## src/rtl/attack_sequencer_if.sv

```systemverilog
// Signal bundle between the attack sequencer and its surroundings:
// frame and button inputs, collision inputs, and the state and box outputs.
interface attack_sequencer_if;
  logic       frame_tick;
  logic       btn_attack;
  logic       btn_dir;
  logic       got_hit;
  logic       box_contact;
  logic [9:0] posx;
  logic [9:0] posy;
  logic [3:0] player_state;
  logic [9:0] hithurt_x1;
  logic [9:0] hithurt_x2;
  logic [9:0] hithurt_y1;
  logic [9:0] hithurt_y2;
  logic [9:0] dir_hithurt_x1;
  logic [9:0] dir_hithurt_x2;
  logic [9:0] dir_hithurt_y1;
  logic [9:0] dir_hithurt_y2;
  logic       busy;
  logic       hit_landed;

  modport master (
    output frame_tick, btn_attack, btn_dir, got_hit, box_contact, posx, posy,
    input  player_state, hithurt_x1, hithurt_x2, hithurt_y1, hithurt_y2,
           dir_hithurt_x1, dir_hithurt_x2, dir_hithurt_y1, dir_hithurt_y2,
           busy, hit_landed
  );

  modport slave (
    input  frame_tick, btn_attack, btn_dir, got_hit, box_contact, posx, posy,
    output player_state, hithurt_x1, hithurt_x2, hithurt_y1, hithurt_y2,
           dir_hithurt_x1, dir_hithurt_x2, dir_hithurt_y1, dir_hithurt_y2,
           busy, hit_landed
  );
endinterface

```

## src/rtl/attack_sequencer.sv

```systemverilog
// Frame-timed fighter attack sequencer: basic and directional attack chains,
// hitstun, one-hit-per-attack detection, and registered hit/hurt boxes.
module attack_sequencer #(
  parameter int unsigned B_START = 5,
  parameter int unsigned B_ACT   = 2,
  parameter int unsigned B_REC   = 16,
  parameter int unsigned D_START = 4,
  parameter int unsigned D_ACT   = 3,
  parameter int unsigned D_REC   = 15,
  parameter int unsigned STUN    = 15,
  parameter int unsigned BX_OFF  = 32,
  parameter int unsigned BY_OFF  = 16,
  parameter int unsigned BW      = 24,
  parameter int unsigned BH      = 12,
  parameter int unsigned DX_OFF  = 8,
  parameter int unsigned DY_OFF  = 48,
  parameter int unsigned DW      = 40,
  parameter int unsigned DH      = 16
) (
  input logic               clk,
  input logic               rst,
  attack_sequencer_if.slave bus
);

  // Enum values double as the externally visible player_state codes.
  typedef enum logic [3:0] {
    IDLE       = 4'd0,
    B_STARTUP  = 4'd3,
    B_ACTIVE   = 4'd4,
    B_RECOVERY = 4'd5,
    D_STARTUP  = 4'd6,
    D_ACTIVE   = 4'd7,
    D_RECOVERY = 4'd8,
    HITSTUN    = 4'd9
  } state_t;

  state_t     state_reg, state_next;
  logic [4:0] cnt_reg, cnt_next;
  logic       pending_reg, pending_next;
  logic       pend_dir_reg, pend_dir_next;
  logic       consumed_reg, consumed_next;
  logic       hit_reg, hit_next;
  logic       busy_reg;
  logic       btn_a_reg, btn_d_reg;
  logic       rise_a, rise_d;

  assign rise_a = bus.btn_attack & ~btn_a_reg;
  assign rise_d = bus.btn_dir & ~btn_d_reg;

  function automatic logic [4:0] load(input int unsigned n);
    return 5'(n - 1);
  endfunction

  always_ff @(posedge clk) begin
    if (rst) begin
      state_reg    <= IDLE;
      cnt_reg      <= '0;
      pending_reg  <= 1'b0;
      pend_dir_reg <= 1'b0;
      consumed_reg <= 1'b0;
      hit_reg      <= 1'b0;
      busy_reg     <= 1'b0;
      btn_a_reg    <= 1'b0;
      btn_d_reg    <= 1'b0;
    end else begin
      state_reg    <= state_next;
      cnt_reg      <= cnt_next;
      pending_reg  <= pending_next;
      pend_dir_reg <= pend_dir_next;
      consumed_reg <= consumed_next;
      hit_reg      <= hit_next;
      busy_reg     <= (state_next != IDLE);
      btn_a_reg    <= bus.btn_attack;
      btn_d_reg    <= bus.btn_dir;
    end
  end

  always_comb begin
    state_next    = state_reg;
    cnt_next      = cnt_reg;
    pending_next  = pending_reg;
    pend_dir_next = pend_dir_reg;
    consumed_next = consumed_reg;
    hit_next      = 1'b0;

    // Hit detection looks at the current state only, so a contact on the
    // last ACTIVE cycle still counts even if the state leaves this cycle.
    if ((state_reg == B_ACTIVE || state_reg == D_ACTIVE) && bus.box_contact && !consumed_reg) begin
      hit_next      = 1'b1;
      consumed_next = 1'b1;
    end

    if (bus.got_hit) begin
      state_next   = HITSTUN;
      cnt_next     = load(STUN);
      pending_next = 1'b0;
    end else if (state_reg == IDLE) begin
      if (pending_reg) begin
        if (bus.frame_tick) begin
          state_next   = pend_dir_reg ? D_STARTUP : B_STARTUP;
          cnt_next     = pend_dir_reg ? load(D_START) : load(B_START);
          pending_next = 1'b0;
        end
      end else if (rise_a || rise_d) begin
        pending_next  = 1'b1;
        pend_dir_next = rise_d;
      end
    end else if (bus.frame_tick) begin
      if (cnt_reg != 5'd0) begin
        cnt_next = cnt_reg - 5'd1;
      end else begin
        case (state_reg)
          B_STARTUP: begin
            state_next    = B_ACTIVE;
            cnt_next      = load(B_ACT);
            consumed_next = 1'b0;
          end
          B_ACTIVE: begin
            state_next = B_RECOVERY;
            cnt_next   = load(B_REC);
          end
          D_STARTUP: begin
            state_next    = D_ACTIVE;
            cnt_next      = load(D_ACT);
            consumed_next = 1'b0;
          end
          D_ACTIVE: begin
            state_next = D_RECOVERY;
            cnt_next   = load(D_REC);
          end
          default: begin
            state_next = IDLE;
            cnt_next   = 5'd0;
          end
        endcase
      end
    end
  end

  assign bus.player_state = state_reg;
  assign bus.busy         = busy_reg;
  assign bus.hit_landed   = hit_reg;

  // Box 0 is the basic box, box 1 the directional box; sums wrap at 10 bits.
  for (genvar gi = 0; gi < 2; gi++) begin : g_box
    localparam logic [9:0] XO = 10'((gi == 0) ? BX_OFF : DX_OFF);
    localparam logic [9:0] YO = 10'((gi == 0) ? BY_OFF : DY_OFF);
    localparam logic [9:0] W  = 10'((gi == 0) ? BW : DW);
    localparam logic [9:0] H  = 10'((gi == 0) ? BH : DH);
    logic [9:0] x1_reg, x2_reg, y1_reg, y2_reg;

    always_ff @(posedge clk) begin
      if (rst) begin
        x1_reg <= '0;
        x2_reg <= '0;
        y1_reg <= '0;
        y2_reg <= '0;
      end else begin
        x1_reg <= bus.posx + XO;
        x2_reg <= bus.posx + XO + W;
        y1_reg <= bus.posy + YO;
        y2_reg <= bus.posy + YO + H;
      end
    end
  end

  assign bus.hithurt_x1     = g_box[0].x1_reg;
  assign bus.hithurt_x2     = g_box[0].x2_reg;
  assign bus.hithurt_y1     = g_box[0].y1_reg;
  assign bus.hithurt_y2     = g_box[0].y2_reg;
  assign bus.dir_hithurt_x1 = g_box[1].x1_reg;
  assign bus.dir_hithurt_x2 = g_box[1].x2_reg;
  assign bus.dir_hithurt_y1 = g_box[1].y1_reg;
  assign bus.dir_hithurt_y2 = g_box[1].y2_reg;

endmodule

```

## src/flat_wrapper.sv

```systemverilog
// flat-port wrapper written by rule: the top's interface ports become plain ports
module attack_sequencer_flat 
#(
  parameter int unsigned B_START = 5,
  parameter int unsigned B_ACT   = 2,
  parameter int unsigned B_REC   = 16,
  parameter int unsigned D_START = 4,
  parameter int unsigned D_ACT   = 3,
  parameter int unsigned D_REC   = 15,
  parameter int unsigned STUN    = 15,
  parameter int unsigned BX_OFF  = 32,
  parameter int unsigned BY_OFF  = 16,
  parameter int unsigned BW      = 24,
  parameter int unsigned BH      = 12,
  parameter int unsigned DX_OFF  = 8,
  parameter int unsigned DY_OFF  = 48,
  parameter int unsigned DW      = 40,
  parameter int unsigned DH      = 16
)
  (clk, rst, bus_frame_tick, bus_btn_attack, bus_btn_dir, bus_got_hit, bus_box_contact, bus_posx, bus_posy, bus_player_state, bus_hithurt_x1, bus_hithurt_x2, bus_hithurt_y1, bus_hithurt_y2, bus_dir_hithurt_x1, bus_dir_hithurt_x2, bus_dir_hithurt_y1, bus_dir_hithurt_y2, bus_busy, bus_hit_landed);
  attack_sequencer_if bus_i ();
  input logic clk;
  input logic rst;
  input wire logic [$bits(bus_i.frame_tick)-1:0] bus_frame_tick;
  input wire logic [$bits(bus_i.btn_attack)-1:0] bus_btn_attack;
  input wire logic [$bits(bus_i.btn_dir)-1:0] bus_btn_dir;
  input wire logic [$bits(bus_i.got_hit)-1:0] bus_got_hit;
  input wire logic [$bits(bus_i.box_contact)-1:0] bus_box_contact;
  input wire logic [$bits(bus_i.posx)-1:0] bus_posx;
  input wire logic [$bits(bus_i.posy)-1:0] bus_posy;
  output wire logic [$bits(bus_i.player_state)-1:0] bus_player_state;
  output wire logic [$bits(bus_i.hithurt_x1)-1:0] bus_hithurt_x1;
  output wire logic [$bits(bus_i.hithurt_x2)-1:0] bus_hithurt_x2;
  output wire logic [$bits(bus_i.hithurt_y1)-1:0] bus_hithurt_y1;
  output wire logic [$bits(bus_i.hithurt_y2)-1:0] bus_hithurt_y2;
  output wire logic [$bits(bus_i.dir_hithurt_x1)-1:0] bus_dir_hithurt_x1;
  output wire logic [$bits(bus_i.dir_hithurt_x2)-1:0] bus_dir_hithurt_x2;
  output wire logic [$bits(bus_i.dir_hithurt_y1)-1:0] bus_dir_hithurt_y1;
  output wire logic [$bits(bus_i.dir_hithurt_y2)-1:0] bus_dir_hithurt_y2;
  output wire logic [$bits(bus_i.busy)-1:0] bus_busy;
  output wire logic [$bits(bus_i.hit_landed)-1:0] bus_hit_landed;
  assign bus_i.frame_tick = bus_frame_tick;
  assign bus_i.btn_attack = bus_btn_attack;
  assign bus_i.btn_dir = bus_btn_dir;
  assign bus_i.got_hit = bus_got_hit;
  assign bus_i.box_contact = bus_box_contact;
  assign bus_i.posx = bus_posx;
  assign bus_i.posy = bus_posy;
  assign bus_player_state = bus_i.player_state;
  assign bus_hithurt_x1 = bus_i.hithurt_x1;
  assign bus_hithurt_x2 = bus_i.hithurt_x2;
  assign bus_hithurt_y1 = bus_i.hithurt_y1;
  assign bus_hithurt_y2 = bus_i.hithurt_y2;
  assign bus_dir_hithurt_x1 = bus_i.dir_hithurt_x1;
  assign bus_dir_hithurt_x2 = bus_i.dir_hithurt_x2;
  assign bus_dir_hithurt_y1 = bus_i.dir_hithurt_y1;
  assign bus_dir_hithurt_y2 = bus_i.dir_hithurt_y2;
  assign bus_busy = bus_i.busy;
  assign bus_hit_landed = bus_i.hit_landed;
  attack_sequencer #(.B_START(B_START), .B_ACT(B_ACT), .B_REC(B_REC), .D_START(D_START), .D_ACT(D_ACT), .D_REC(D_REC), .STUN(STUN), .BX_OFF(BX_OFF), .BY_OFF(BY_OFF), .BW(BW), .BH(BH), .DX_OFF(DX_OFF), .DY_OFF(DY_OFF), .DW(DW), .DH(DH)) u_core (.clk(clk), .rst(rst), .bus(bus_i));
endmodule
```

## config.mk

```make
export PLATFORM = sky130hd
export DESIGN_NAME = attack_sequencer_flat
export DESIGN_NICKNAME = d
export VERILOG_FILES = /design/src/rtl/attack_sequencer_if.sv /design/src/rtl/attack_sequencer.sv /design/src/flat_wrapper.sv
export SDC_FILE = /design/constraint.sdc
export NUM_CORES = 1
export LEC_CHECK = 0
export ABC_AREA = 1
export CAP_MARGIN = 25
export CORE_ASPECT_RATIO = 0.8
export CORE_MARGIN = 2
export CORE_UTILIZATION = 40
export CTS_BUF_LIST = sky130_fd_sc_hd__clkbuf_4
export CTS_CLUSTER_SIZE = 30
export DETAILED_ROUTE_END_ITERATION = 10
export PLACE_DENSITY = 0.73
export SLEW_MARGIN = 10
export SYNTH_ARGS = -nofsm -noshare
export SYNTH_HDL_FRONTEND = slang
export SYNTH_SLANG_ARGS = --single-unit
export TNS_END_PERCENT = 1
```

## constraint.sdc

```tcl
create_clock -name clk -period 4.77 [get_ports clk]
set_clock_uncertainty 0.2 [all_clocks]
set_input_delay 0.954 -clock clk [delete_from_list [all_inputs] [get_ports clk]]
set_output_delay 0.954 -clock clk [all_outputs]
set_load 0.02 [all_outputs]
```

# ---- After elaboration in Yosys (flattened, before gate mapping)
# Index checks and enable logic that the tools add are counted.
dict set report word_totals {
  register_bits 96
  output_inout_bits 86
  word_cells 82
}
dict set report op_classes {
  addsub 9
  eq_ne 8
  n_mux 26
  n_bitwise 6
  n_reduce_logical 15
}
# cell count
set op_table {}
lappend op_table {{case mux 4 bit (4 select lines)} 2}
lappend op_table {{adder 10 x 5 -> 10 bit (second input constant)} 3}
lappend op_table {{adder 10 x 6 -> 10 bit (second input constant)} 3}
lappend op_table {{2-to-1 mux 4 bit} 7}
lappend op_table {{2-to-1 mux 5 bit} 5}
lappend op_table {{adder 10 x 4 -> 10 bit (second input constant)} 2}
lappend op_table {{equality test 4 x 3 -> 1 bit (second input constant)} 3}
lappend op_table {{2-to-1 mux 1 bit} 10}
lappend op_table {{2-to-1 mux 3 bit} 2}
lappend op_table {{AND reduction 3 bit} 2}
lappend op_table {{nonzero test 5 bit} 1}
lappend op_table {{subtractor 5 x 1 -> 5 bit (second input constant)} 1}
lappend op_table {{equality test 4 x 2 -> 1 bit (second input constant)} 1}
lappend op_table {{zero test 4 bit} 1}
lappend op_table {{inverter 1 bit} 4}
lappend op_table {{AND reduction 4 bit} 1}
lappend op_table {{nonzero test 4 bit} 1}
lappend op_table {{OR reduction 2 bit} 2}
lappend op_table {{inequality test 3 x 2 -> 1 bit (second input constant)} 1}
lappend op_table {{inequality test 3 bit (second input constant)} 1}
lappend op_table {{nonzero test 3 bit} 1}
lappend op_table {{bitwise AND 1 bit} 2}
lappend op_table {{logical AND 1 bit} 2}
lappend op_table {{logical OR 1 bit} 2}
lappend op_table {{other kinds (4)} 4}

# ---- Depth between registers and ports, before layout
# Gate-level depths: netlist (run 1).
dict set report depth {
  ltp_word 10
  depth_mapped 12
  ltp_nobuf 12
}

# ---- Worst setup path after synthesis (run 1)
# No wires, ideal clock.
dict set report synth_timing {
  path_type {in2reg}
  startpoint {in bus_posy[4]}
  endpoint {reg u_core.g_box[1].y2_reg[9], in the netlist u_core.bus.dir_hithurt_y2[9]}
  setup_ps 109
  t_arrival_ps 1878
  required_time_ps 4461
  setup_slack_ps 2583
  path_stages 8
  n_path_buf 0
  cell_sequence {inv_1 ha_1 inv_1 nand3_1 nor2_1 nand3_1 nand2_1 inv_1}
}
dict set report synth_via {
  elab_chain_len 2
}
# element line_no
set synth_lines {}
lappend synth_lines {{from (decl)} flat_wrapper.sv:30} ;# input wire logic [$bits(bus_i.posy)-1:0] bus_posy;
lappend synth_lines {{adder 10 x 6 -> 10 bit} attack_sequencer.sv:162} ;# y2_reg <= bus.posy + YO + H;
lappend synth_lines {{adder 10 x 5 -> 10 bit} attack_sequencer.sv:162}
lappend synth_lines {{to (signal assigned)} attack_sequencer.sv:162}
lappend synth_lines {{to (decl)} attack_sequencer.sv:150} ;# logic [9:0] x1_reg, x2_reg, y1_reg, y2_reg;
# Every way passes these cells.
# A chain may end at the register's enable or synchronous reset.

# ---- Worst setup path in the final report (run 1)
# Same ends and word-level chain as after synthesis.

==> insert_results.sql, run 1 <==
INSERT INTO impl_metrics (metric_group, metric, value, unit) VALUES
('sta', 'timing.final.crit_share', '57.01', '%'),
('pwr', 'p_switching', '0.0004397', 'W'),
('setup_path', 'slowest_cell_on_the_critical_path', 'sky130_fd_sc_hd__clkdlybuf4s50_1', ''),
('cells_and_area', 'drive_above_1_share', '7.664', '%'),
('floorplan', 'floorplan.io_pins', '113', ''),
('logic_synthesis', 'syn-cell-area', '3352', 'sq um'),
('floorplan', 'fp.dieArea', '9132', 'sq um'),
('pwr', 'power.share.clock', '27.4', '%'),
('clock_network', 'cts_resized', '0', ''),
('sta', 'slew-limit-headroom', '52.64', '%'),
('worst_hold_path', 'hp-start', 'u_core.consumed_reg$_SDFF_PP0_', ''),
('logic_synthesis', 'synthFlopType', 'sky130_fd_sc_hd__dfxtp_1', ''),
('logic_synthesis', 'synth.cells.most_frequent', '74 x sky130_fd_sc_hd__dfxtp_1, 71 x sky130_fd_sc_hd__nor2_1, 67 x sky130_fd_sc_hd__nand2_1', ''),
('setup_path', 'cp_cell_sequence', 'clkdlybuf4s50_1 > inv_1 > ha_1 > inv_1 > nand3_1 > nor2_1 > nand2_1 > nand2_1 > nand2_1 > inv_1', ''),
('floorplan', 'core_area', '8019', 'sq um'),
('clock_network', 'clk_root_buffer_cell', 'sky130_fd_sc_hd__clkbuf_4', ''),
('routing', 'remaining_drc_errors', '0', ''),
('sta', 'max_clock_freq', '0.3677', 'GHz'),
('routing', 'average_via_count_per_standard_cell', '4.513', ''),
('grt', 'antenna_found_initial', '0', ''),
('pwr', 'post-layout-total-power', '0.001420', 'W'),
('grt', 'grt_start_max_net_pins', '49', ''),
('setup_path', 'timing.setup.critical_path_class', 'in -> reg', ''),
('grt', 'gr-usage-all-layers', '16.93', '%'),
('placed_design', 'numPortBuffers', '112', ''),
('setup_path', 'required_time_at_the_endpoint_of_the_critical_path', '4940', 'ps'),
('routing', 'firstDrtPassIters', '4', ''),
('sta', 'timing_hold_violations_final', '0', ''),
('logic_synthesis', 'synth.lib_cells_used.distinct', '29', ''),
('clock_network', 'cts_tree', 'built', ''),
('placed_design', 'routability_congestion_estimate_from_global_placement', '0.8779', ''),
('clock_network', 'worst_setup_hold_path_clk_slew', '120', 'ps'),
('cells_and_area', 'finalNetCount', '572', ''),
('setup_path', 'cpPeakStageDelay', '660', 'ps'),
('grt', 'gr-total-overflow', '0', ''),
('logic_synthesis', 'synth_instances', '436', ''),
('sta', 'rsz0062_at_grt', 'false', ''),
('cells_and_area', 'layout.core_utilization', '56.72', '%'),
('logic_synthesis', 'edff_count_synth', '0', ''),
('logic_synthesis', 'synth_top_cell_by_area', 'sky130_fd_sc_hd__dfxtp_1', ''),
('routing', 'drt-wirelength-per-cell', '11.71', 'microns'),
('placed_design', 'hpwl', '5600', 'microns'),
('setup_path', 'reg2reg_to', 'u_core.bus.busy$_SDFF_PP0_', ''),
('clock_network', 'cts_setup_buffers', '0', ''),
('floorplan', 'die_width', '106.3', 'microns'),
('sta', 'worstMarginPinSlew', '709.6', 'ps'),
('routing', 'antenna_violating_nets_post_route', '0', ''),
('cells_and_area', 'final_area', '4548', 'sq um'),
('grt', 'grt_first_pass_wirelength', '12390', 'microns'),
('logic_synthesis', 'synth.area.top_cells', 'sky130_fd_sc_hd__dfxtp_1 44%, sky130_fd_sc_hd__nor2_1 8.0%, sky130_fd_sc_hd__nand2_1 7.5%', ''),
('routing', 'drt_wl_total', '7532', 'microns'),
('logic_synthesis', 'synth_nets', '478', ''),
('run', 'maxCapViolCount', '0', ''),
('routing', 'drtIter0Drc', '96', ''),
('routing', 'routed-via-count', '2902', ''),
('setup_path', 'regToRegStartpoint', 'u_core.cnt_reg[0]$_SDFFE_PP0P_', ''),
('worst_hold_path', 'whs_endpoint', 'u_core.bus.hit_landed$_SDFF_PP0_', ''),
('pwr', 'sequentialPowerShare', '47.9', '%'),
('clock_network', 'worstSkewPairLatency', '410', 'ps'),
('setup_path', 'worst-path-max-fanout', '8', ''),
('setup_path', 'reg2reg_path_depth', '11', ''),
('status', 'status', 'finished, final reports clean', ''),
('logic_synthesis', 'postSynthRegisterBits', '74', ''),
('setup_path', 'critPathLaunchType', 'input port', ''),
('pwr', 'ir_worst_vdd', '0.0001583', 'V'),
('sta', 'setup_violations', '0', ''),
('floorplan', 'start_util', '41.80', '%'),
('sta', 'setup_slack', '2051', 'ps'),
('clock_network', 'cts_inserted_buffers', '9', ''),
('placed_design', 'place_area', '4405', 'sq um'),
('floorplan', 'placement_rows', '29', '');
## metrics by stage
step           std cells  hold slack (ps)
3_5_place_dp         627            216.2
5_1_grt              643            276.5
6_report             643            229.0
3_3_place_gp         627            209.5
4_1_cts              643            232.5
2_1_floorplan        436            195.8
## kinds of logic (layout without fill, tap and decap cells)
group / Yosys count / after routing / synth area share [%]
buffers and inverters: 97 / 196 / 13.62
adder cells (fa/ha/maj): 15 / 15 / 5.599
flip-flops: 74 / 74 / 44.20
AND/OR/NAND/NOR: 188 / 188 / 24.41
XOR/XNOR: 15 / 15 / 4.815
AO/OA/AOI/OAI: 47 / 47 / 7.354
## area by class of cell
class / instances / area, sq um
tap: 108 / 135.1
multi-input combinational: 265 / 1414
timing repair buffer: 113 / 1124
fill: 733 / 3471
inverter: 67 / 251.5
clock buffer: 10 / 75.07
clock inverter: 6 / 67.56
sequential: 74 / 1481
## placed cells by master, fill, tap and decap left out, types with 2 or more instances in the layout
master / netlist / final
sky130_fd_sc_hd__clkdlybuf4s50_1: 0 / 111
sky130_fd_sc_hd__dfxtp_1: 74 / 74
sky130_fd_sc_hd__nor2_1: 71 / 71
sky130_fd_sc_hd__nand2_1: 67 / 67
sky130_fd_sc_hd__inv_1: 64 / 64
sky130_fd_sc_hd__nand3_1: 28 / 28
sky130_fd_sc_hd__a21oi_1: 22 / 22
sky130_fd_sc_hd__o21ai_0: 16 / 16
sky130_fd_sc_hd__ha_1: 15 / 15
sky130_fd_sc_hd__clkbuf_4: 0 / 10
sky130_fd_sc_hd__xor2_1: 9 / 9
sky130_fd_sc_hd__nor2_2: 5 / 5
sky130_fd_sc_hd__o21ai_1: 5 / 5
sky130_fd_sc_hd__nor3_1: 5 / 5
sky130_fd_sc_hd__nand2_4: 3 / 3
sky130_fd_sc_hd__inv_2: 3 / 3
sky130_fd_sc_hd__nand2_2: 2 / 2
sky130_fd_sc_hd__nor2_4: 2 / 2
sky130_fd_sc_hd__or2_2: 2 / 2
sky130_fd_sc_hd__a211oi_1: 2 / 2
sky130_fd_sc_hd__xor2_2: 2 / 2
sky130_fd_sc_hd__xnor2_1: 2 / 2
sky130_fd_sc_hd__nand4_1: 2 / 2
sky130_fd_sc_hd__xnor2_2: 2 / 2
sky130_fd_sc_hd__clkinvlp_4: 0 / 2
sky130_fd_sc_hd__clkinv_4: 0 / 2
## routing by layer
metal,part of all wire (%),vias to the layer above,track usage (%)
li1,-,1506,-
met4,1.1,0,5.144
met5,0,-,0
met1,46,1305,20.15
met2,45,84,27.80
met3,7.5,7,7.371
## worst max-delay path, delay by kind of cell
family	cells	cell delay, ps
buffers and inverters	4	1010
adders and majority gates	1	420
and+or+nand+nor	5	500
## worst max path at each step
stage,from,endpoint,cells after the start
after global routing,bus_posy[4],u_core.bus.hithurt_y2[9]$_SDFF_PP0_,8
after CTS,u_core.bus.player_state[2]$_SDFF_PP0_,bus_player_state[2],1
after global placement,bus_posy[4],u_core.bus.dir_hithurt_y2[9]$_SDFF_PP0_,9
after floorplan,bus_posy[4],u_core.bus.dir_hithurt_y2[9]$_SDFF_PP0_,8
final,bus_posy[4],u_core.bus.dir_hithurt_y2[9]$_SDFF_PP0_,10
after detailed placement,bus_posy[4],u_core.bus.dir_hithurt_y2[9]$_SDFF_PP0_,9
## power groups by stage
stage / Combinational [W] / Sequential [W] / Clock [W]
after CTS: 0.000353 / 0.000681 / 0.000403
after global placement: 0.000347 / 0.000693 / 0
final: 0.000351 / 0.000680 / 0.000389
after floorplan: 0.000160 / 0.000743 / 0
after global routing: 0.000384 / 0.000685 / 0.000432
after detailed placement: 0.000351 / 0.000694 / 0
Power figures use the tool's default switching activity.
==> run 2, diff against run 1 <==
Settings changed: PLACE_DENSITY 0.73 to 0.75.
Clock period 4.77 ns to 2.3 ns, I/O delays scaled along.
==> insert_results.sql, run 2 (synthesized netlist as in run 1, its figures left out) <==
INSERT INTO impl_metrics (metric_group, metric, value, unit) VALUES
('floorplan', 'fp.dieArea', '9132', 'sq um'),
('setup_path', 'critPathLaunchType', 'flop', ''),
('cells_and_area', 'layout_common_cells', '111 x sky130_fd_sc_hd__clkdlybuf4s50_1, 74 x sky130_fd_sc_hd__dfxtp_1, 71 x sky130_fd_sc_hd__nor2_1', ''),
('setup_path', 'worst_setup_path_endpoint', 'bus_player_state[1]', ''),
('clock_network', 'cts.sinks', '74', ''),
('clock_network', 'cts.htree.levels', '3', ''),
('floorplan', 'core_area', '8019', 'sq um'),
('sta', 'timing_hold_violations_final', '0', ''),
('grt', 'number_of_global_route_vias_before_repair', '2841', ''),
('pwr', 'power_density', '613.2', 'nW/um^2'),
('setup_path', 'cp_cell_sequence', 'clkdlybuf4s50_1', ''),
('setup_path', 'reg2reg_to', 'u_core.bus.busy$_SDFF_PP0_', ''),
('setup_path', 'worst-path-max-fanout', '6', ''),
('cells_and_area', 'finalNetCount', '591', ''),
('setup_path', 'cp.depth', '1', ''),
('clock_network', 'worst_setup_hold_path_clk_slew', '110', 'ps'),
('grt', 'grt_first_pass_wirelength', '13080', 'microns'),
('floorplan', 'floorplan.io_pins', '113', ''),
('floorplan', 'start_util', '41.80', '%'),
('sta', 'period_minus_slack', '2194', 'ps'),
('pwr', 'ir_worst_vdd', '0.0003556', 'V'),
('cells_and_area', 'insertedDiodeCount', '0', ''),
('setup_path', 'cp_buf_inv_count', '1', ''),
('routing', 'antenna_violating_nets_post_route', '0', ''),
('sta', 'timing.final.crit_share', '95.37', '%'),
('cells_and_area', 'layout.cells.most_common', 'sky130_fd_sc_hd__clkdlybuf4s50_1', ''),
('setup_path', 'required_time_at_the_endpoint_of_the_critical_path', '1640', 'ps'),
('setup_path', 'slowest_cell_on_the_critical_path', 'sky130_fd_sc_hd__clkdlybuf4s50_1', ''),
('clock_network', 'post_cts_hold_buffer_count', '0', ''),
('sta', 'timing_max_transition_violations_final', '0', ''),
('setup_path', 'regToRegStartpoint', 'u_core.cnt_reg[0]$_SDFFE_PP0P_', ''),
('floorplan', 'placement_rows', '29', ''),
('clock_network', 'cts_resized', '0', ''),
('routing', 'drt_wl_total', '7870', 'microns'),
('grt', 'antenna_found_initial', '0', ''),
('setup_path', 'timing.setup.critical_path_class', 'reg -> out', ''),
('routing', 'drtIter0Drc', '69', ''),
('routing', 'drt-wirelength-per-cell', '11.89', 'microns'),
('placed_design', 'numPortBuffers', '112', ''),
('grt', 'gr-usage-all-layers', '18.02', '%'),
('routing', 'average_via_count_per_standard_cell', '4.483', ''),
('clock_network', 'clk_root_buffer_cell', 'sky130_fd_sc_hd__clkbuf_4', ''),
('setup_path', 'setup.worst_path.start', 'u_core.bus.player_state[1]$_SDFF_PP0_', ''),
('clock_network', 'cts_inserted_buffers', '9', ''),
('sta', 'setup_violations', '0', ''),
('cells_and_area', 'layout.core_utilization', '58.14', '%'),
('routing', 'firstDrtPassIters', '4', ''),
('sta', 'max_clock_freq', '0.4559', 'GHz'),
('cells_and_area', 'drive_above_1_share', '10.47', '%'),
('routing', 'routed-via-count', '2968', ''),
('sta', 'worstMarginPinSlew', '655.5', 'ps'),
('clock_network', 'cts_setup_buffers', '0', ''),
('setup_path', 'critPathTopFamily', 'buffers and inverters', ''),
('clock_network', 'max_buffers_root_to_sink', '2', ''),
('run', 'maxCapViolCount', '0', ''),
('cells_and_area', 'area_delta_synth_final', '39.08', '%'),
('floorplan', 'fp.dieH', '85.88', 'microns'),
('setup_path', 'flop2flop_setup_slack', '630', 'ps'),
('pwr', 'total_leakage_power', '2.170', 'nW'),
('grt', 'grt_start_max_net_pins', '48', ''),
('setup_path', 'critPathCaptureType', 'primary output', ''),
('setup_path', 'worst_ep_arrival', '1530', 'ps'),
('placed_design', 'routability_congestion_estimate_from_global_placement', '0.8676', ''),
('floorplan', 'die_width', '106.3', 'microns'),
('clock_network', 'worstSkewPairLatency', '410', 'ps'),
('sta', 'rsz0062_at_grt', 'false', ''),
('sta', 'slew-limit-headroom', '56.25', '%'),
('setup_path', 'reg2reg_path_depth', '11', ''),
('status', 'status', 'finished, final reports clean', ''),
('grt', 'gr-total-overflow', '0', ''),
('placed_design', 'hpwl', '5891', 'microns'),
('clock_network', 'cts_tree', 'built', ''),
('setup_path', 'cpPeakStageDelay', '660', 'ps'),
('worst_hold_path', 'holdCritPathClass', 'reg -> reg', ''),
('pwr', 'post-layout-total-power', '0.002859', 'W'),
('routing', 'remaining_drc_errors', '0', '');
## run 2: worst min-delay path by stage
stage                                   startpoint                          endpoint  depth (start not counted)
finish              u_core.consumed_reg$_SDFF_PP0_  u_core.bus.hit_landed$_SDFF_PP0_                          1
floorplan           u_core.consumed_reg$_SDFF_PP0_  u_core.bus.hit_landed$_SDFF_PP0_                          1
global placement    u_core.consumed_reg$_SDFF_PP0_  u_core.bus.hit_landed$_SDFF_PP0_                          1
global route        u_core.consumed_reg$_SDFF_PP0_  u_core.bus.hit_landed$_SDFF_PP0_                          1
CTS                 u_core.consumed_reg$_SDFF_PP0_  u_core.bus.hit_landed$_SDFF_PP0_                          1
detailed placement  u_core.consumed_reg$_SDFF_PP0_  u_core.bus.hit_landed$_SDFF_PP0_                          1
## run 2: per-stage QoR
stage	setup slack (ps)	area [sq um]	instances	hold WS, ps	TNS [ps]
after floorplan	607.1	3352	436	195.8	0
after CTS	80.54	4662	662	241.5	0
after global placement	11.80	4548	646	214.6	0
after global routing	33.74	4662	662	258.3	0
after detailed placement	-100.8	4548	646	222.9	-104.1
final	106.4	4662	662	234.7	0
## run 2: where the power goes
| group | total, W | switching (W) | internal (W) |
|---|---|---|---|
| sequential | 0.00141 | 0.0000374 | 0.00137 |
| clock | 0.000686 | 0.000468 | 0.000218 |
| combinational | 0.000761 | 0.000420 | 0.000341 |
## run 2: layer usage
metal | track usage (%) | share of wire (%)
met4 | 4.187 | 0.62
met5 | 0 | 0
met1 | 21.69 | 44
met2 | 29.66 | 46
met3 | 8.207 | 9.1
## run 2: area by class of cell
class | instances | area (sq um)
Multi-Input combinational cell | 265 | 1414
Inverter | 67 | 251.5
Sequential cell | 74 | 1481
Clock buffer | 9 | 67.56
Timing Repair Buffer | 132 | 1266
Tap cell | 108 | 135.1
Clock inverter | 7 | 46.29
Fill cell | 738 | 3357
==> run 3, diff against run 2 <==
Settings changed: PLACE_DENSITY 0.75 to 0.73, SLEW_MARGIN 10 to 20.
Clock period 2.3 ns to 2.5 ns, I/O delays scaled along.
==> insert_results.sql, run 3 (synthesized netlist as in run 1, its figures left out) <==
INSERT INTO impl_metrics (metric_group, metric, value, unit) VALUES
('status', 'status', 'finished, final reports clean', ''),
('cells_and_area', 'insertedDiodeCount', '0', ''),
('sta', 'timing.final.crit_share', '88.61', '%'),
('floorplan', 'fp.dieArea', '9132', 'sq um'),
('setup_path', 'timing.setup.critical_path_class', 'reg -> out', ''),
('clock_network', 'cts_tree', 'built', ''),
('setup_path', 'worst_ep_arrival', '1520', 'ps'),
('clock_network', 'clk_root_buffer_cell', 'sky130_fd_sc_hd__clkbuf_4', ''),
('sta', 'setup_violations', '0', ''),
('routing', 'drt_wl_total', '7940', 'microns'),
('setup_path', 'cp_buf_inv_count', '1', ''),
('placed_design', 'hpwl', '6004', 'microns'),
('clock_network', 'cts_resized', '0', ''),
('cells_and_area', 'area_delta_synth_final', '36.21', '%'),
('grt', 'number_of_global_route_vias_before_repair', '2805', ''),
('setup_path', 'cp_cell_sequence', 'clkdlybuf4s50_1', ''),
('placed_design', 'routability_congestion_estimate_from_global_placement', '0.9108', ''),
('grt', 'gr-total-overflow', '0', ''),
('sta', 'worstMarginPinSlew', '524.6', 'ps'),
('setup_path', 'setup.worst_path.start', 'u_core.bus.player_state[2]$_SDFF_PP0_', ''),
('sta', 'tns', '0', 'ps'),
('floorplan', 'floorplan.io_pins', '113', ''),
('pwr', 'share_comb_of_total_power', '26.1', '%'),
('cells_and_area', 'drive_above_1_share', '8.688', '%'),
('pwr', 'post-layout-total-power', '0.002606', 'W'),
('setup_path', 'slowest_cell_on_the_critical_path', 'sky130_fd_sc_hd__clkdlybuf4s50_1', ''),
('placed_design', 'numPortBuffers', '112', ''),
('clock_network', 'cts_setup_buffers', '0', ''),
('pwr', 'power.share.clock', '24.0', '%'),
('setup_path', 'required_time_at_the_endpoint_of_the_critical_path', '1800', 'ps'),
('routing', 'drtIter0Drc', '103', ''),
('pwr', 'power_switching_share', '31.25', '%'),
('cells_and_area', 'filler_cell_count', '752', ''),
('pwr', 'p_switching', '0.0008144', 'W'),
('floorplan', 'core_area', '8019', 'sq um'),
('routing', 'remaining_drc_errors', '0', ''),
('setup_path', 'worst-path-max-fanout', '5', ''),
('pwr', 'p_int', '0.001792', 'W'),
('setup_path', 'worst_setup_path_endpoint', 'bus_player_state[2]', ''),
('clock_network', 'cts_inserted_buffers', '9', ''),
('routing', 'routed-via-count', '2962', ''),
('setup_path', 'critPathTopFamily', 'buffers and inverters', ''),
('pwr', 'power_density', '570.8', 'nW/um^2'),
('routing', 'firstDrtPassIters', '4', ''),
('floorplan', 'placement_rows', '29', ''),
('clock_network', 'worstSkewPairLatency', '410', 'ps'),
('cells_and_area', 'final_area', '4566', 'sq um'),
('setup_path', 'reg2reg_to', 'u_core.bus.busy$_SDFF_PP0_', ''),
('cells_and_area', 'area.sequential', '1481', 'sq um'),
('routing', 'antenna_violating_nets_post_route', '0', ''),
('sta', 'max_clock_freq', '0.4514', 'GHz'),
('setup_path', 'cp.depth', '1', ''),
('setup_path', 'critPathLaunchType', 'flop', ''),
('grt', 'antenna_found_initial', '0', ''),
('pwr', 'sequentialPowerShare', '49.8', '%'),
('floorplan', 'fp.dieH', '85.88', 'microns'),
('routing', 'drt-wirelength-per-cell', '12.23', 'microns'),
('sta', 'slew-limit-headroom', '65.03', '%'),
('sta', 'rsz0062_at_grt', 'false', ''),
('routing', 'average_via_count_per_standard_cell', '4.564', ''),
('placed_design', 'place_area', '4458', 'sq um'),
('sta', 'timing_max_transition_violations_final', '0', ''),
('worst_hold_path', 'holdCritPathClass', 'reg -> reg', ''),
('setup_path', 'flop2flop_setup_slack', '810', 'ps'),
('floorplan', 'start_util', '41.80', '%'),
('clock_network', 'worst_setup_hold_path_clk_slew', '100', 'ps'),
('cells_and_area', 'finalNetCount', '579', ''),
('run', 'maxCapViolCount', '0', ''),
('sta', 'timing_hold_violations_final', '0', ''),
('setup_path', 'regToRegStartpoint', 'u_core.cnt_reg[0]$_SDFFE_PP0P_', ''),
('grt', 'gr-usage-all-layers', '17.91', '%'),
('cells_and_area', 'layout.cells.most_common', 'sky130_fd_sc_hd__clkdlybuf4s50_1', ''),
('cells_and_area', 'multi_input_area', '1414', 'sq um'),
('pwr', 'ir_worst_vdd', '0.0003634', 'V'),
('setup_path', 'cpPeakStageDelay', '660', 'ps'),
('floorplan', 'die_width', '106.3', 'microns'),
('pwr', 'total_leakage_power', '2.115', 'nW'),
('setup_path', 'reg2reg_path_depth', '11', ''),
('sta', 'period_minus_slack', '2215', 'ps'),
('grt', 'grt_first_pass_wirelength', '12860', 'microns'),
('grt', 'grt_start_max_net_pins', '48', ''),
('sta', 'hold_slack', '213.8', 'ps'),
('clock_network', 'cts.htree.levels', '3', ''),
('clock_network', 'max_buffers_root_to_sink', '2', ''),
('clock_network', 'post_cts_hold_buffer_count', '0', ''),
('cells_and_area', 'layout_common_cells', '111 x sky130_fd_sc_hd__clkdlybuf4s50_1, 74 x sky130_fd_sc_hd__dfxtp_1, 71 x sky130_fd_sc_hd__nor2_1', ''),
('setup_path', 'critPathCaptureType', 'primary output', ''),
('clock_network', 'cts.sinks', '74', '');
run 3: changes by cell type in the layout (fill, tap and decap cells not counted), sizes merged:
cell,before,now
clkinv,6,2
clkbuf,9,12
buf,21,9
run 3: how the worst min path moves through the flow:
stage                              startpoint                                to  slack, ps  cells after the start
2_1_floorplan  u_core.consumed_reg$_SDFF_PP0_  u_core.bus.hit_landed$_SDFF_PP0_        200                      1
6_report       u_core.consumed_reg$_SDFF_PP0_  u_core.bus.hit_landed$_SDFF_PP0_        210                      1
3_5_place_dp   u_core.consumed_reg$_SDFF_PP0_  u_core.bus.hit_landed$_SDFF_PP0_        220                      1
3_3_place_gp   u_core.consumed_reg$_SDFF_PP0_  u_core.bus.hit_landed$_SDFF_PP0_        200                      1
5_1_grt        u_core.consumed_reg$_SDFF_PP0_  u_core.bus.hit_landed$_SDFF_PP0_        240                      1
4_1_cts        u_core.consumed_reg$_SDFF_PP0_  u_core.bus.hit_landed$_SDFF_PP0_        220                      1
run 3: power by group through the flow:
| stage | clock network [W] | registers [W] | logic [W] |
|---|---|---|---|
| floorplan | 0 | 0.00142 | 0.000305 |
| global placement | 0 | 0.00132 | 0.000675 |
| detailed placement | 0 | 0.00133 | 0.000682 |
| CTS | 0.000654 | 0.00130 | 0.000686 |
| global route | 0.000700 | 0.00131 | 0.000743 |
| finish | 0.000626 | 0.00130 | 0.000681 |
run 3: layout make-up:
class	count	share of cell area, %
Multi-Input combinational cell	265	30.97
Clock inverter	3	0.3837
Clock buffer	12	1.973
Timing Repair Buffer	120	25.76
Tap cell	108	2.960
Inverter	67	5.508
Sequential cell	74	32.45
run 3: worst register-to-register path, stage by stage, from the launching register on:
cell                      delay [ps]
sky130_fd_sc_hd__dfxtp_1         330
sky130_fd_sc_hd__inv_1           110
sky130_fd_sc_hd__ha_1            180
sky130_fd_sc_hd__nand2_1          90
sky130_fd_sc_hd__nor2_4          170
sky130_fd_sc_hd__nand2_1          70
sky130_fd_sc_hd__nor2_1           90
sky130_fd_sc_hd__nor2_1           60
sky130_fd_sc_hd__nor2_1          130
sky130_fd_sc_hd__nand2_1          70
sky130_fd_sc_hd__nand2_1          60
sky130_fd_sc_hd__nand2_1          50
run 3: through the flow:
step	utilization (%)	worst slack, ps	cells
6_report	56.94	284.8	649
3_5_place_dp	55.59	41.74	634
2_1_floorplan	-	767.1	436
4_1_cts	56.94	261.5	649
5_1_grt	56.94	236.5	649
3_3_place_gp	55.59	83.57	634
run 3: layer usage:
layer  track usage [%]  vias to the layer above  part of all wire, %  wire length, microns
li1                  -                     1513                    -                     -
met1             22.26                     1333                   44                  3475
met2             29.25                      101                   47                  3694
met3             5.775                       15                  8.0                   639
met4             6.579                        0                  1.6                   130
met5                 0                        -                    0                     0
